## src/rtl/mem_access_unit_pkg.sv

```systemverilog
// Shared memory-access definitions: size encodings and access FSM state codes.
// Used by the access unit, the data RAM and the CPU control.
package mem_defs;

   localparam logic [1:0] SZ_BYTE = 2'b00;
   localparam logic [1:0] SZ_HALF = 2'b01;
   localparam logic [1:0] SZ_WORD = 2'b10;

   typedef enum logic [1:0] {
      IDLE   = 2'd0,
      ACCESS = 2'd1,
      RESP   = 2'd2
   } state_t;

   // Offset of the last byte touched by an access of the given size.
   function automatic logic [1:0] size_extra(input logic [1:0] size);
      case (size)
         SZ_BYTE: return 2'd0;
         SZ_HALF: return 2'd1;
         SZ_WORD: return 2'd3;
         default: return 2'd3;
      endcase
   endfunction

endpackage

```

## src/rtl/mem_access_unit_if.sv

```systemverilog
// CPU request/response and data-RAM signal bundle of the memory access unit.
interface mem_access_unit_if;

   logic        req_valid;
   logic        req_ready;
   logic        req_we;
   logic [1:0]  req_size;
   logic        req_signed;
   logic [31:0] req_addr;
   logic [31:0] req_wdata;

   logic        resp_valid;
   logic        resp_ready;
   logic [31:0] resp_rdata;
   logic        resp_exc;
   logic [31:0] resp_badvaddr;

   logic        ram_we;
   logic [31:0] ram_addr;
   logic [1:0]  ram_mask;
   logic        ram_signed_ext;
   logic [31:0] ram_wdata;
   logic [31:0] ram_rdata;

   // CPU + RAM side
   modport master (
      output req_valid, req_we, req_size, req_signed, req_addr, req_wdata,
      output resp_ready, ram_rdata,
      input  req_ready, resp_valid, resp_rdata, resp_exc, resp_badvaddr,
      input  ram_we, ram_addr, ram_mask, ram_signed_ext, ram_wdata
   );

   // Access unit side
   modport slave (
      input  req_valid, req_we, req_size, req_signed, req_addr, req_wdata,
      input  resp_ready, ram_rdata,
      output req_ready, resp_valid, resp_rdata, resp_exc, resp_badvaddr,
      output ram_we, ram_addr, ram_mask, ram_signed_ext, ram_wdata
   );

endinterface

```

## src/rtl/mem_access_unit_align_check.sv

```systemverilog
// Address fault detection: misalignment (optional) and out-of-range accesses.
module mem_align_check
   import mem_defs::*;
#(
   parameter int MEM_BYTES   = 1024,
   parameter int CHECK_ALIGN = 1
) (
   input  logic [31:0] addr,
   input  logic [1:0]  size,
   output logic        fault
);

   logic [32:0] last_byte;
   logic        misaligned;

   // Flag accesses that are misaligned or whose last byte falls outside the RAM.
   always_comb begin
      misaligned = 1'b0;
      if (CHECK_ALIGN != 0) begin
         if (size == SZ_HALF) begin
            misaligned = addr[0];
         end else if (size[1]) begin
            misaligned = (addr[1:0] != 2'b00);
         end
      end
      // 33 bits so an access near 0xFFFFFFFF cannot wrap back into range
      last_byte = {1'b0, addr} + {31'b0, size_extra(size)};
      fault     = misaligned || (last_byte >= 33'(MEM_BYTES));
   end

endmodule

```

## src/rtl/mem_access_unit.sv

```systemverilog
// Memory access unit: accepts one CPU load/store at a time, checks it for
// address faults, performs a single-cycle RAM access and holds the response
// until the CPU takes it.
module mem_access_unit
   import mem_defs::*;
#(
   parameter int MEM_BYTES   = 1024,
   parameter int CHECK_ALIGN = 1
) (
   input  logic            clk,
   input  logic            rst_n,
   mem_access_unit_if.slave bus
);

   state_t      state;
   state_t      next_state;
   logic        fault;
   logic        accept;

   logic        lat_we;
   logic [1:0]  lat_size;
   logic        lat_signed;
   logic [31:0] lat_addr;
   logic [31:0] lat_wdata;

   logic [31:0] rdata_q;
   logic        exc_q;
   logic [31:0] badvaddr_q;

   mem_align_check #(
      .MEM_BYTES   (MEM_BYTES),
      .CHECK_ALIGN (CHECK_ALIGN)
   ) u_align (
      .addr  (bus.req_addr),
      .size  (bus.req_size),
      .fault (fault)
   );

   // State register.
   always_ff @(posedge clk or negedge rst_n) begin
      if (!rst_n) begin
         state <= IDLE;
      end else begin
         state <= next_state;
      end
   end

   // Next-state and state-decoded handshake/RAM strobe.
   always_comb begin
      next_state     = state;
      accept         = 1'b0;
      bus.req_ready  = 1'b0;
      bus.resp_valid = 1'b0;
      bus.ram_we     = 1'b0;
      case (state)
         IDLE: begin
            bus.req_ready = 1'b1;
            if (bus.req_valid) begin
               accept     = 1'b1;
               next_state = fault ? RESP : ACCESS;
            end
         end
         ACCESS: begin
            bus.ram_we = lat_we;
            next_state = RESP;
         end
         RESP: begin
            bus.resp_valid = 1'b1;
            if (bus.resp_ready) begin
               next_state = IDLE;
            end
         end
         default: next_state = IDLE;
      endcase
   end

   // Request latch and response registers.
   always_ff @(posedge clk or negedge rst_n) begin
      if (!rst_n) begin
         lat_we     <= 1'b0;
         lat_size   <= '0;
         lat_signed <= 1'b0;
         lat_addr   <= '0;
         lat_wdata  <= '0;
         rdata_q    <= '0;
         exc_q      <= 1'b0;
         badvaddr_q <= '0;
      end else if (accept) begin
         lat_we     <= bus.req_we;
         lat_size   <= bus.req_size;
         lat_signed <= bus.req_signed;
         lat_addr   <= bus.req_addr;
         lat_wdata  <= bus.req_wdata;
         rdata_q    <= '0;
         exc_q      <= fault;
         badvaddr_q <= fault ? bus.req_addr : '0;
      end else if (state == ACCESS) begin
         rdata_q <= lat_we ? '0 : bus.ram_rdata;
      end
   end

   assign bus.ram_addr       = lat_addr;
   assign bus.ram_mask       = lat_size;
   assign bus.ram_signed_ext = lat_signed;
   assign bus.ram_wdata      = lat_wdata;

   assign bus.resp_rdata     = rdata_q;
   assign bus.resp_exc       = exc_q;
   assign bus.resp_badvaddr  = badvaddr_q;

endmodule

```

## src/flat_wrapper.sv

```systemverilog
// flat-port wrapper written by rule: the top's interface ports become plain ports
module mem_access_unit_flat import mem_defs::*;
#(
   parameter int MEM_BYTES   = 1024,
   parameter int CHECK_ALIGN = 1
)
  (clk, rst_n, bus_req_valid, bus_req_we, bus_req_size, bus_req_signed, bus_req_addr, bus_req_wdata, bus_resp_ready, bus_ram_rdata, bus_req_ready, bus_resp_valid, bus_resp_rdata, bus_resp_exc, bus_resp_badvaddr, bus_ram_we, bus_ram_addr, bus_ram_mask, bus_ram_signed_ext, bus_ram_wdata);
  mem_access_unit_if bus_i ();
  input  logic clk;
  input  logic rst_n;
  input wire logic [$bits(bus_i.req_valid)-1:0] bus_req_valid;
  input wire logic [$bits(bus_i.req_we)-1:0] bus_req_we;
  input wire logic [$bits(bus_i.req_size)-1:0] bus_req_size;
  input wire logic [$bits(bus_i.req_signed)-1:0] bus_req_signed;
  input wire logic [$bits(bus_i.req_addr)-1:0] bus_req_addr;
  input wire logic [$bits(bus_i.req_wdata)-1:0] bus_req_wdata;
  input wire logic [$bits(bus_i.resp_ready)-1:0] bus_resp_ready;
  input wire logic [$bits(bus_i.ram_rdata)-1:0] bus_ram_rdata;
  output wire logic [$bits(bus_i.req_ready)-1:0] bus_req_ready;
  output wire logic [$bits(bus_i.resp_valid)-1:0] bus_resp_valid;
  output wire logic [$bits(bus_i.resp_rdata)-1:0] bus_resp_rdata;
  output wire logic [$bits(bus_i.resp_exc)-1:0] bus_resp_exc;
  output wire logic [$bits(bus_i.resp_badvaddr)-1:0] bus_resp_badvaddr;
  output wire logic [$bits(bus_i.ram_we)-1:0] bus_ram_we;
  output wire logic [$bits(bus_i.ram_addr)-1:0] bus_ram_addr;
  output wire logic [$bits(bus_i.ram_mask)-1:0] bus_ram_mask;
  output wire logic [$bits(bus_i.ram_signed_ext)-1:0] bus_ram_signed_ext;
  output wire logic [$bits(bus_i.ram_wdata)-1:0] bus_ram_wdata;
  assign bus_i.req_valid = bus_req_valid;
  assign bus_i.req_we = bus_req_we;
  assign bus_i.req_size = bus_req_size;
  assign bus_i.req_signed = bus_req_signed;
  assign bus_i.req_addr = bus_req_addr;
  assign bus_i.req_wdata = bus_req_wdata;
  assign bus_i.resp_ready = bus_resp_ready;
  assign bus_i.ram_rdata = bus_ram_rdata;
  assign bus_req_ready = bus_i.req_ready;
  assign bus_resp_valid = bus_i.resp_valid;
  assign bus_resp_rdata = bus_i.resp_rdata;
  assign bus_resp_exc = bus_i.resp_exc;
  assign bus_resp_badvaddr = bus_i.resp_badvaddr;
  assign bus_ram_we = bus_i.ram_we;
  assign bus_ram_addr = bus_i.ram_addr;
  assign bus_ram_mask = bus_i.ram_mask;
  assign bus_ram_signed_ext = bus_i.ram_signed_ext;
  assign bus_ram_wdata = bus_i.ram_wdata;
  mem_access_unit #(.MEM_BYTES(MEM_BYTES), .CHECK_ALIGN(CHECK_ALIGN)) u_core (.clk(clk), .rst_n(rst_n), .bus(bus_i));
endmodule
```

## config.mk

```make
export PLATFORM = sky130hd
export DESIGN_NAME = mem_access_unit_flat
export DESIGN_NICKNAME = d
export VERILOG_FILES = /design/src/rtl/mem_access_unit_pkg.sv /design/src/rtl/mem_access_unit_if.sv /design/src/rtl/mem_access_unit_align_check.sv /design/src/rtl/mem_access_unit.sv /design/src/flat_wrapper.sv
export SDC_FILE = /design/constraint.sdc
export NUM_CORES = 1
export LEC_CHECK = 0
export ABC_AREA = 1
export CAP_MARGIN = 20
export CORE_UTILIZATION = 40
export DETAILED_ROUTE_END_ITERATION = 10
export PLACE_DENSITY = 0.85
export SYNTH_ARGS = -nofsm -noshare
export SYNTH_HDL_FRONTEND = slang
export SYNTH_SLANG_ARGS = --single-unit
```

## constraint.sdc

```tcl
create_clock -name clk -period 1.35 [get_ports clk]
set_clock_uncertainty 0.05 [all_clocks]
set_input_delay 0.2025 -clock clk [delete_from_list [all_inputs] [get_ports clk]]
set_output_delay 0.2025 -clock clk [all_outputs]
set_load 0.02 [all_outputs]
```

### Word level (Yosys, flattened, before mapping)

Index checks and enable logic that the tools add are counted.

| operators by class | value |
|---|---|
| reduce and logical (&&, ||, !) cells | 6 |
| add/subtract/negate cells | 1 |
| equal/unequal tests | 5 |
| shift-type cells | 0 |
| bitwise logic cells | 0 |
| $mul | 0 |
| divide/modulo/power cells | 0 |
| $lt $le $gt $ge | 1 |
| mux-type cells | 16 |

Operators by type and width:

| operator | number |
|---|---|
| $mux W32 | 4 |
| $add A32 B2 Y33 | 1 |
| $ge A33 B11 Y1 const B | 1 |
| $mux W1 | 7 |
| $mux W2 | 3 |
| $pmux W2 S3 | 1 |
| $eq A2 B1 Y1 const B | 2 |
| $logic_not A2 Y1 | 2 |
| $ne A2 B2 Y1 const B | 2 |
| $pmux W2 S2 | 1 |
| $reduce_bool A2 Y1 | 2 |
| $eq A2 B2 Y1 const B | 1 |
| $reduce_and A2 Y1 | 1 |
| $logic_or A1 B1 Y1 | 1 |

| storage, ports and cells | value |
|---|---|
| logic and storage cells | 38 |
| bits in writable memories | 0 |
| memories | 0 |
| bits in latches | 0 |
| bits of input ports | 104 |
| output and inout bits | 135 |
| bits in read-only memories | 0 |
| flip-flop bits (word level) | 135 |

### Depth between registers and ports, before layout

Gate-level depths: netlist (run 1).

| depth | value |
|---|---|
| depth in word-level cells | 8 |
| mapped depth | 18 |

### Cells and area by module

Synthesis (run 1) repeated with hierarchy kept, for this count alone.

| unflattened totals | value |
|---|---|
| cell total of the unflattened synthesis | 873 |
| area, all modules | 6688.9 µm² |

By module, submodules not included:

| module | cells an instance | times used | area an instance (µm²) |
|---|---|---|---|
| mem_access_unit | 659 | 1 | 5571.6 |
| mem_align_check | 214 | 1 | 1117.3 |

### Worst setup path after synthesis (run 1)

Ideal clock, no wire load.

| timing path | value |
|---|---|
| kind | input -> register |
| from | input port bus_req_size[1] |
| to | register u_core.badvaddr_q[1] (netlist: u_core.bus.resp_badvaddr[1]) |
| path slack | -0.908 ns |
| stages | 18 |
| data arrival time | 2.093 ns |
| library setup time | 0.115 ns |
| cells stage by stage | inv_1 > nand2_1 > ha_1 > inv_1 > fa_1 > nor2_2 > nand2_2 > nor2_8 > nand3_2 > nand2_1 > nand2_1 > nor2_1 > nand2_1 > nor2_2 > nand3_2 > buf_6 > nand2_2 > nand2_2 |

| on the way | value |
|---|---|
| cells in the longest elaborated chain, start to end | 6 |
| elaborated cells between the ends (all ways) | 9 |

Ends and longest elaborated chain:

| element | line | RTL |
|---|---|---|
| start, declared | flat_wrapper.sv:13 | `input wire logic [$bits(bus_i.req_size)-1:0] bus_req_size;` |
| $eq A2 B1 Y1 or $logic_not A2 Y1 (tied branches) | mem_access_unit_pkg.sv:17, mem_access_unit_align_check.sv:20 |  |
| $pmux W2 S2 | mem_access_unit_pkg.sv:17 | `case (size)` |
| $add A32 B2 Y33 | mem_access_unit_align_check.sv:27 | `last_byte = {1'b0, addr} + {31'b0, size_extra(size)};` |
| $ge A33 B11 Y1 | mem_access_unit_align_check.sv:28 | `fault = misaligned \|\| (last_byte >= 33'(MEM_BYTES));` |
| $logic_or A1 B1 Y1 * | mem_access_unit_align_check.sv:28 |  |
| $mux W32 * | mem_access_unit.sv:96 | `badvaddr_q <= fault ? bus.req_addr : '0;` |
| end signal, assigned | mem_access_unit.sv:96 |  |
| end, declared | mem_access_unit.sv:28 | `logic [31:0] badvaddr_q;` |

Mark *: on every way between the ends. The rest lies on a longest branch, timed or not.
A chain may end at the register's enable or synchronous reset.

### Worst setup path after layout (run 1)

| timing path | value |
|---|---|
| from | input port bus_req_addr[1] |
| to | register u_core.badvaddr_q[8] (netlist: u_core.bus.resp_badvaddr[8]) |

| on the way | value |
|---|---|
| cells in the longest elaborated chain, start to end | 5 |
| elaborated cells between the ends (all ways) | 7 |

Ends and longest elaborated chain:

| element | line | RTL |
|---|---|---|
| start, declared | flat_wrapper.sv:15 | `input wire logic [$bits(bus_i.req_addr)-1:0] bus_req_addr;` |
| parallel branches: the longest is 3 deep, another holds $add A32 B2 Y33 | - |  |
| $logic_or A1 B1 Y1 * | mem_access_unit_align_check.sv:28 |  |
| $mux W32 * | mem_access_unit.sv:96 |  |

Every way passes the cells marked *.

==> reports/qor.yml, run 1 <==
seq_area_frac_synth: 0.541
holdWs_ns: 0.107
routed_wl_um: 25600
place_congestion: 0.907
ant_nets: 0
first_pass_iters: 5
tightest_slew_ns: 0.520
ys_types: 28
row_count: 45
post-route-min-period_ns: 2.00
end_kind: "register"
netlist_area_um2: 6250
path_clk_slew_ns: 0.06
grt_pass1_wl_um: 37800
die_w_um: 127
rsz0062_at_grt: "true"
violations: "negative setup slack"
ys_seq_elements: 135
drt_iter0_markers: 462
cts_buffers: 17
finalPower_mw: 15.0
tritoncts: "built"
outcome: "complete, but fails checks"
syn_nets: 902
layout_setup_ws_ns: -0.654
setup_viol: 137
detailed_place.area_um2: 9490
ys.warnings.count: 0
power_density_nw_per_um2: 1260
grt.overflow.total: 0
path_max_fanout: 7
core_um2: 15200
num_vias: 7059
io_pins: 239
drc: 0
hold_violations: 0
area_growth_pct: 90.2
clock_latency_ns: 0.42
final_cell_area_um2: 11900
tns_ns: -24.08
fmax_mhz: 499
post-place-ws_ns: -1.59
fin_util: 0.782
final_cells: 1341
num-nets-final: 1247
ys.flop_type: "dfrtp_1"
port_buffers: 238
synth.avg_cell_area_um2: 7.86
critPathKind: "in -> reg"
finalCritPeriodShare: 1.48
cts.sinks: 135
insertedDiodeCount: 0
synth_edf_count: 0
wire_per_inst_um: 19.1
grt_pass1_vias: 7161
hold_path.class: "in -> reg"
die_h_um: 127
drv_slew: 0
crit_required_ns: 1.61
cts-root-buf: "clkbuf_16"
arrival_ns: 2.27
syn_inst: 795
slew_headroom: 0.653
grtUsageTotal: 0.308
die_area_um2: 16100
cap_violations: 0
avgViaCountPerCell: 5.26
cts.htree.levels: 4
antenna_found_initial: 0
leakagePower_nw: 6.14
ir_drop_mv: 0.868
clock_tree.buffer_depth: 2
initial_core_util: 0.411
drive_gt1_frac: 0.534
async_flop_share: 1.00
hpwl_um: 14000
worstSetupStartpointType: "input port"
grt_max_degree: 35
dp.cells: 1264
-- layout make-up --
type | count | area, um^2
Timing Repair Buffer | 359 | 3480
Tap cell | 188 | 235
Clock buffer | 21 | 470
Fill cell | 949 | 3310
Inverter | 42 | 188
Clock inverter | 11 | 145
Multi-Input combinational cell | 585 | 3990
Sequential cell | 135 | 3380
-- report_power, final --
group	internal [mW]	total [mW]	switching, mW
logic	2.13	4.87	2.74
clock network	3.05	4.87	1.82
registers	4.67	5.22	0.549
total	9.85	15.0	5.11
-- flip-flops by register name, indices dropped and copies added, names as in the netlist --
name	flops
u_core.state	2
u_core.lat_we	1
u_core.bus.ram_wdata	32
u_core.bus.ram_signed_ext	1
u_core.bus.ram_mask	2
u_core.bus.resp_exc	1
u_core.bus.ram_addr	32
u_core.bus.resp_badvaddr	32
u_core.bus.resp_rdata	32
-- cells in the mapped netlist, types with 2 or more instances --
master | number | area [um^2]
clkinv_1 | 2 | 7.51
nand3_2 | 3 | 30.0
inv_1 | 40 | 150
nand4_1 | 4 | 25.0
o21bai_1 | 3 | 22.5
o21ai_1 | 2 | 10.0
dfrtp_1 | 135 | 3380
nor2_1 | 42 | 158
nand3b_1 | 8 | 60.1
nand3_1 | 78 | 390
o21ai_0 | 8 | 40.0
buf_1 | 4 | 15.0
clkbuf_1 | 28 | 105
nand2_1 | 382 | 1430
ha_1 | 2 | 25.0
nor2_4 | 5 | 56.3
nand2_2 | 27 | 169
nor2_2 | 12 | 75.1
-- layout by cell type (no fill, tap or decap), types with 8 or more instances in the layout --
cell and count:
nor2_1 32, buf_6 12, buf_12 25, clkdlybuf4s15_2 30
dfrtp_1 135, nor2_4 12, nand2_4 88, nand3_1 44
nor2_2 15, dlymetal6s2s_1 10, buf_4 70, nand2_2 155
buf_16 12, nand2_1 164, buf_2 65, clkdlybuf4s50_1 88
clkbuf_2 38, nand3b_1 8, inv_1 32, nand3_2 21
clkbuf_16 18, nand3_4 16
-- critical path, cell delays in order --
cell	delay (ns)
dlygate4sd2_1	0.25
buf_4	0.15
ha_4	0.26
nand3_2	0.10
nand2_4	0.13
nand2_4	0.09
nor2_4	0.18
nand2_2	0.08
o21ai_2	0.13
nand3_1	0.15
nor2_2	0.13
nand3_2	0.10
buf_6	0.19
nand2_4	0.07
nand2_2	0.04
-- logic make-up (layout without fill, tap and decap cells) --
family | count (synthesis) | count (layout) | share of synthesized area
compound gates | 15 | 15 | 0.0136
flops | 135 | 135 | 0.541
fa+ha+maj | 3 | 3 | 0.00721
simple gates | 565 | 565 | 0.390
xor+xnor | 2 | 2 | 0.00280
buf+inv | 75 | 433 | 0.0462
-- final timing paths --
path / from / end / slack (ns) / cells past startpoint
min in group asynchronous: rst_n / u_core.bus.resp_badvaddr[19] / 0.19 / 2
worst min register to register: u_core.bus.resp_badvaddr[27] / u_core.bus.resp_badvaddr[27] / 0.43 / 2
max in group asynchronous: rst_n / u_core.bus.resp_rdata[1] / 0.56 / 3
worst max register to register: u_core.state[1] / u_core.bus.resp_badvaddr[6] / -0.21 / 9
worst max-delay path: bus_req_addr[1] / u_core.bus.resp_badvaddr[8] / -0.65 / 15
worst min-delay path: bus_req_addr[17] / u_core.bus.ram_addr[17] / 0.11 / 3
-- routing by layer --
layer,global-route usage,vias up,wire [um]
met5,0,-,0
met4,0.137,0,991
met3,0.0766,73,1850
met2,0.549,338,13200
met1,0.349,3472,9530
li1,-,3176,-
-- what timing repair did --
| action | in CTS | in global routing |
|---|---|---|
| hold endpoints to repair | 136 | 0 |
| endpoints found under the setup margin | 260 | 224 |
| setup buffers | 20 | 13 |
| pin swaps | 82 | 105 |
| cloned | 22 | 1 |
| hold buffers | 2 | 0 |
| resized for setup | 621 | 342 |
No activity file was read; power rests on OpenSTA's default activity.
==> run 2: changes to the inputs <==
--- a/config.mk
+++ b/config.mk
@@ -7,9 +7,9 @@
 export LEC_CHECK = 0
 export ABC_AREA = 1
 export CAP_MARGIN = 20
-export CORE_UTILIZATION = 40
+export CORE_UTILIZATION = 44
 export DETAILED_ROUTE_END_ITERATION = 10
-export PLACE_DENSITY = 0.85
+export PLACE_DENSITY = 0.88
 export SYNTH_ARGS = -nofsm -noshare
 export SYNTH_HDL_FRONTEND = slang
 export SYNTH_SLANG_ARGS = --single-unit
==> constraint.sdc (replaced) <==
create_clock -name clk -period 1.9 [get_ports clk]
set_clock_uncertainty 0.05 [all_clocks]
set_input_delay 0.285 -clock clk [delete_from_list [all_inputs] [get_ports clk]]
set_output_delay 0.285 -clock clk [all_outputs]
set_load 0.02 [all_outputs]
==> reports/qor.yml, run 2 (synthesized netlist as in run 1, its figures left out) <==
final_cell_mix: "nand2_1 (366), clkdlybuf4s50_1 (220), dfrtp_1 (135)"
place_congestion: 0.920  # +1.5%
fin_util: 0.737  # -0.0455
die_area_um2: 14700  # -8.9%
grt_pass1_vias: 6375  # -11%
detailed_place.area_um2: 9390  # -1.1%
path_cells: "buf_8 -> inv_8 -> nand2_8 -> ha_4 -> inv_2 -> fa_2 -> nor2_4 -> nand2_4 -> buf_6 -> inv_2 -> nand2_1 -> nand2_1 -> nand2_1 -> nor2_1 -> nand2_1 -> nor2_2 -> nand3_4 -> buf_12 -> nand2_4 -> nand2_2"
rr_worst_depth: 8  # -1
port_buffers: 238  # unchanged
end_kind: "register"
layout_setup_ws_ns: -0.225  # +0.429 ns
rr_endpoint: "u_core.bus.resp_badvaddr[7]"
internal-power_mw: 6.48  # -34%
tritoncts: "built"
slew_headroom: 0.688  # +0.0350
grt_pass1_wl_um: 31000  # -18%
worstSetupStartpointType: "input port"
path_clk_slew_ns: 0.06  # about the same
io_pins: 239  # unchanged
routed_wl_um: 19600  # -24%
path_max_fanout: 7  # unchanged
ir_drop_mv: 0.627  # -28%
row_count: 43  # -4.4%
swShare: 0.316  # -0.0255
r2r-start: "u_core.state[1]"
top_layer: "met4"
num-nets-final: 1203  # -3.5%
die_h_um: 121  # -4.6%
seqCellArea_um2: 3380  # unchanged
avgViaCountPerCell: 4.96  # -5.9%
drive_gt1_frac: 0.176  # -0.358
critPathMaxStageDelay_ns: 0.35  # +0.09 ns
rsz0062_at_grt: "true"
grtUsageTotal: 0.273  # -0.0347
arrival_ns: 2.37  # +0.10 ns
p_switching_mw: 2.99  # -41%
clock_latency_ns: 0.41  # about the same
route.met2.wl_um: 9910  # -25%
layout_commonest_cell: "nand2_1"
finalPower_mw: 9.47  # -37%
ant_nets: 0  # unchanged
leakagePower_nw: 5.16  # -16%
insertedDiodeCount: 0  # unchanged
clkPwrFrac: 0.327  # about the same
post-route-min-period_ns: 2.12
antenna_found_initial: 0  # unchanged
setup_viol: 14  # -90%
crit_required_ns: 2.15  # +0.54 ns
power_density_nw_per_um2: 926  # -26%
initial_core_util: 0.450  # +0.0391
first_pass_iters: 6  # +1
drt_iter0_markers: 401  # -13%
cts.sinks: 135  # unchanged
tightest_slew_ns: 0.468  # -0.0525 ns
core_um2: 13900  # -8.7%
cts_buffers: 17  # unchanged
drv_slew: 0  # unchanged
tns_ns: -2.85  # +21.23 ns
crit_path_frequent_cell: "nand2_1"
clock_tree.buffer_depth: 2  # unchanged
grt_max_degree: 51  # +46%
cap_violations: 0  # unchanged
violations: "negative setup slack"
met1Wirelength_um: 7780  # -18%
finalCritPeriodShare: 1.12
wire_per_inst_um: 15.2  # -20%
seqPwrFrac: 0.379  # +0.030
final_cells: 1289  # -3.9%
critPathKind: "in -> reg"
hold_violations: 0  # unchanged
multiInputGateArea_um2: 2820  # -29%
fmax_mhz: 471
crit_end: "u_core.bus.resp_badvaddr[7]"
hpwl_um: 13800  # -1.5%
critPathSlowestCell: "fa_2"
final_cell_area_um2: 10200  # -14%
nFillCells: 1006  # +6.0%
cts-root-buf: "clkbuf_16"
regToRegSetupSlack_ns: 0.26  # +0.47 ns
grt.overflow.total: 0  # unchanged
dp.cells: 1251  # -1.0%
wl_met3_um: 1430  # -23%
combPwrFrac: 0.294  # -0.031
die_w_um: 121  # -4.6%
startpoint: "bus_req_size[0]"
drc: 0  # unchanged
area_growth_pct: 63.6
outcome: "complete, but fails checks"
cts.htree.levels: 4  # unchanged
num_vias: 6388  # -9.5%
hold_path.class: "in -> reg"
==> run 2: cell count changes in the layout (fill, tap and decap cells not counted), moves of 14 or more <==
cell	change
nand3_4	-14
nand2_1	+202
nand2_2	-129
clkdlybuf4s15_2	-30
nand3_1	+32
clkbuf_2	-37
nand2_4	-72
buf_12	-19
buf_2	-64
nand3_2	-18
clkdlybuf4s50_1	+132
==> run 2: metal layers <==
layer,global-route usage,vias up
met3,0.0710,35
met4,0.113,0
met1,0.318,3020
li1,-,3076
met5,0,-
met2,0.475,257
==> run 2: worst min path at each step <==
stage	start	to	cells past startpoint
4_1_cts	bus_req_size[0]	u_core.bus.ram_mask[0]	3
2_1_floorplan	rst_n	u_core.bus.ram_addr[0]	0
3_3_place_gp	rst_n	u_core.bus.ram_addr[24]	1
5_1_grt	bus_req_addr[21]	u_core.bus.resp_badvaddr[21]	3
6_report	bus_req_addr[5]	u_core.bus.ram_addr[5]	3
3_5_place_dp	rst_n	u_core.bus.ram_addr[24]	1
==> run 2: layout make-up <==
class	instances	area share
sequential	135	0.330
clock buffer	21	0.0450
multi-input combinational	585	0.276
timing repair buffer	315	0.299
inverter	42	0.0174
tap	180	0.0220
clock inverter	11	0.00967
==> run 2: per-stage QoR <==
stage	hold WS [ns]	setup slack (ns)
floorplan	-0.0606	-0.303
global placement	0.204	-1.08
detailed placement	0.204	-1.16
CTS	0.0938	-0.172
global route	0.175	-0.330
finish	0.170	-0.225
==> run 2: worst max-delay path: cells and delay by family <==
kind,cells,cell delay (ns)
fa+ha+maj,2,0.50
buf+inv,6,0.50
simple gates,12,1.07
==> run 2: power by group through the flow <==
stage	sequential [mW]	clock [mW]	combinational [mW]
after global placement	3.60	0	2.68
final	3.58	3.10	2.78
after detailed placement	3.61	0	2.73
after floorplan	4.14	0	0.654
after global routing	3.63	3.29	2.98
after CTS	3.58	3.15	2.75
==> run 2: what timing repair did <==
action,CTS,global route
pin swaps,14,24
endpoints found under the setup margin,17,15
endpoints found under the hold margin,40,0
gates resized for setup,47,39
hold buffers,1,0
gates cloned,1,0
buffers inserted,2,2
==> edit: new RTL, settings of run 2 <==
`CHECK_ALIGN` is set to 1 in 3 places; all go to 0.
--- a/src/rtl/mem_access_unit_align_check.sv
+++ b/src/rtl/mem_access_unit_align_check.sv
@@ -5,3 +5,3 @@
    parameter int MEM_BYTES   = 1024,
-   parameter int CHECK_ALIGN = 1
+   parameter int CHECK_ALIGN = 0
 ) (
--- a/src/rtl/mem_access_unit.sv
+++ b/src/rtl/mem_access_unit.sv
@@ -7,3 +7,3 @@
    parameter int MEM_BYTES   = 1024,
-   parameter int CHECK_ALIGN = 1
+   parameter int CHECK_ALIGN = 0
 ) (
--- a/src/flat_wrapper.sv
+++ b/src/flat_wrapper.sv
@@ -4,3 +4,3 @@
    parameter int MEM_BYTES   = 1024,
-   parameter int CHECK_ALIGN = 1
+   parameter int CHECK_ALIGN = 0
 )
Check against the original RTL: not equivalent (a bounded check fails within 4 cycles, from zero or initial values and one cycle with rst_n low).
==> edit against run 2 <==
- power up 1.8%
- wire length shrank 4.2%
- sequential share of layout area is 1.0 points higher
- die area decreased by 1.8%
- sequential cell count stayed put
- setup slack better by 0.16 ns
- cell area down 3.0%
- the flow still finishes with violations (negative setup slack)
- synthesized cell count decreased by 0.38%
- highest routed layer unchanged
- area after synthesis fell by 1.8%
- largest cell class unchanged
- maximum frequency grew 8.2%
==> edit: results <==
{
  "met1_usage_pct": 33.2,
  "holdWs_ns": 0.0934,
  "p_clk_mw": 3.36,
  "viasPerCell": 4.92,
  "grt_usage_pct": 27.3,
  "tns_ns": -0.683,
  "met3_length_um": 1650,
  "synth-seq-area-share_pct": 55.0,
  "postCtsSetupRepairBufs": 5,
  "reg2reg_to": "u_core.bus.ram_mask[1]",
  "setup_ws_ns": -0.0637,
  "met2WireLength_um": 9060,
  "worstHoldStart": "bus_req_size[0]",
  "n_fill_cell": 991,
  "reg2regPathDepth": 5,
  "ir_drop_mv": 0.598,
  "drt-total-wl_um": 18800,
  "arrival_ns": 2.22,
  "failed_checks": "negative setup slack",
  "place.gp.congestion": 0.915,
  "p_leak_nw": 5.01,
  "min_to": "u_core.bus.ram_mask[0]",
  "drt_iter0_drc": 345,
  "p_comb_mw": 2.69,
  "worst_slew_pin_slew_ns": 0.594,
  "status": "finished with violations",
  "synth.avg_cell_area_um2": 7.75,
  "grt_max_degree": 77,
  "worstPathMaxFanout": 5,
  "dp_hpwl_um": 13700,
  "wl_per_cell_um": 14.9,
  "setup_viol": 13,
  "synth_fp_nets": 899,
  "power.total_mw": 9.63,
  "drive_gt1_share_pct": 14.8,
  "m1WireLength_um": 7650,
  "rrSetupSlack_ns": 0.29,
  "synth.area.top_cells": "dfrtp_1 (55%), nand2_1 (25%), nand3_1 (5.9%)",
  "met3_usage_pct": 8.79,
  "switching_share_pct": 30.0,
  "firstDrtPassIters": 5,
  "placed_cell_area_um2": 9100
}
-- edit: worst max-delay path, stage by stage --
cell     delay, ns
buf_8         0.10
inv_6         0.05
nand2_4       0.05
ha_4          0.15
buf_4         0.12
buf_4         0.12
nand3_1       0.08
nand2_2       0.10
nand2_2       0.11
nor2_4        0.05
buf_4         0.13
nand3_1       0.06
nand2_1       0.06
nor2_1        0.10
nand2_1       0.07
nor2_2        0.11
nand3_2       0.11
buf_6         0.14
buf_12        0.12
nand2_2       0.04
nand2_1       0.06
-- edit: area by class of cell --
| type | instances | share of cell area [%] |
|---|---|---|
| well taps | 176 | 2.22 |
| repair buffers | 295 | 29.1 |
| multi-input cells | 587 | 26.9 |
| clock buffers | 22 | 4.88 |
| clock inverters | 8 | 1.22 |
| inverters | 38 | 1.61 |
| flip-flops and latches | 135 | 34.1 |
-- edit: worst max path at each step --
stage	startpoint	to	slack, ns	cells after the start
6_report	bus_req_size[1]	u_core.bus.resp_badvaddr[10]	-0.06	21
5_1_grt	bus_req_size[0]	u_core.bus.resp_badvaddr[3]	-0.20	20
4_1_cts	bus_req_addr[28]	u_core.bus.resp_badvaddr[10]	-0.008	16
3_5_place_dp	bus_req_size[0]	u_core.bus.resp_badvaddr[0]	-0.92	19
3_3_place_gp	bus_req_size[0]	u_core.bus.resp_badvaddr[1]	-0.87	19
2_1_floorplan	bus_req_size[0]	u_core.bus.resp_badvaddr[10]	-0.16	17
-- edit: cells by family (layout without fill, tap and decap cells) --
family / after synthesis / count (layout) / synth area share [%]
buffers and inverters: 70 / 363 / 4.42
flip-flops: 135 / 135 / 55.0
adder cells (fa/ha/maj): 3 / 3 / 0.734
AO/OA/AOI/OAI: 7 / 7 / 0.571
XOR/XNOR: 5 / 5 / 0.714
AND/OR/NAND/NOR: 572 / 572 / 38.5
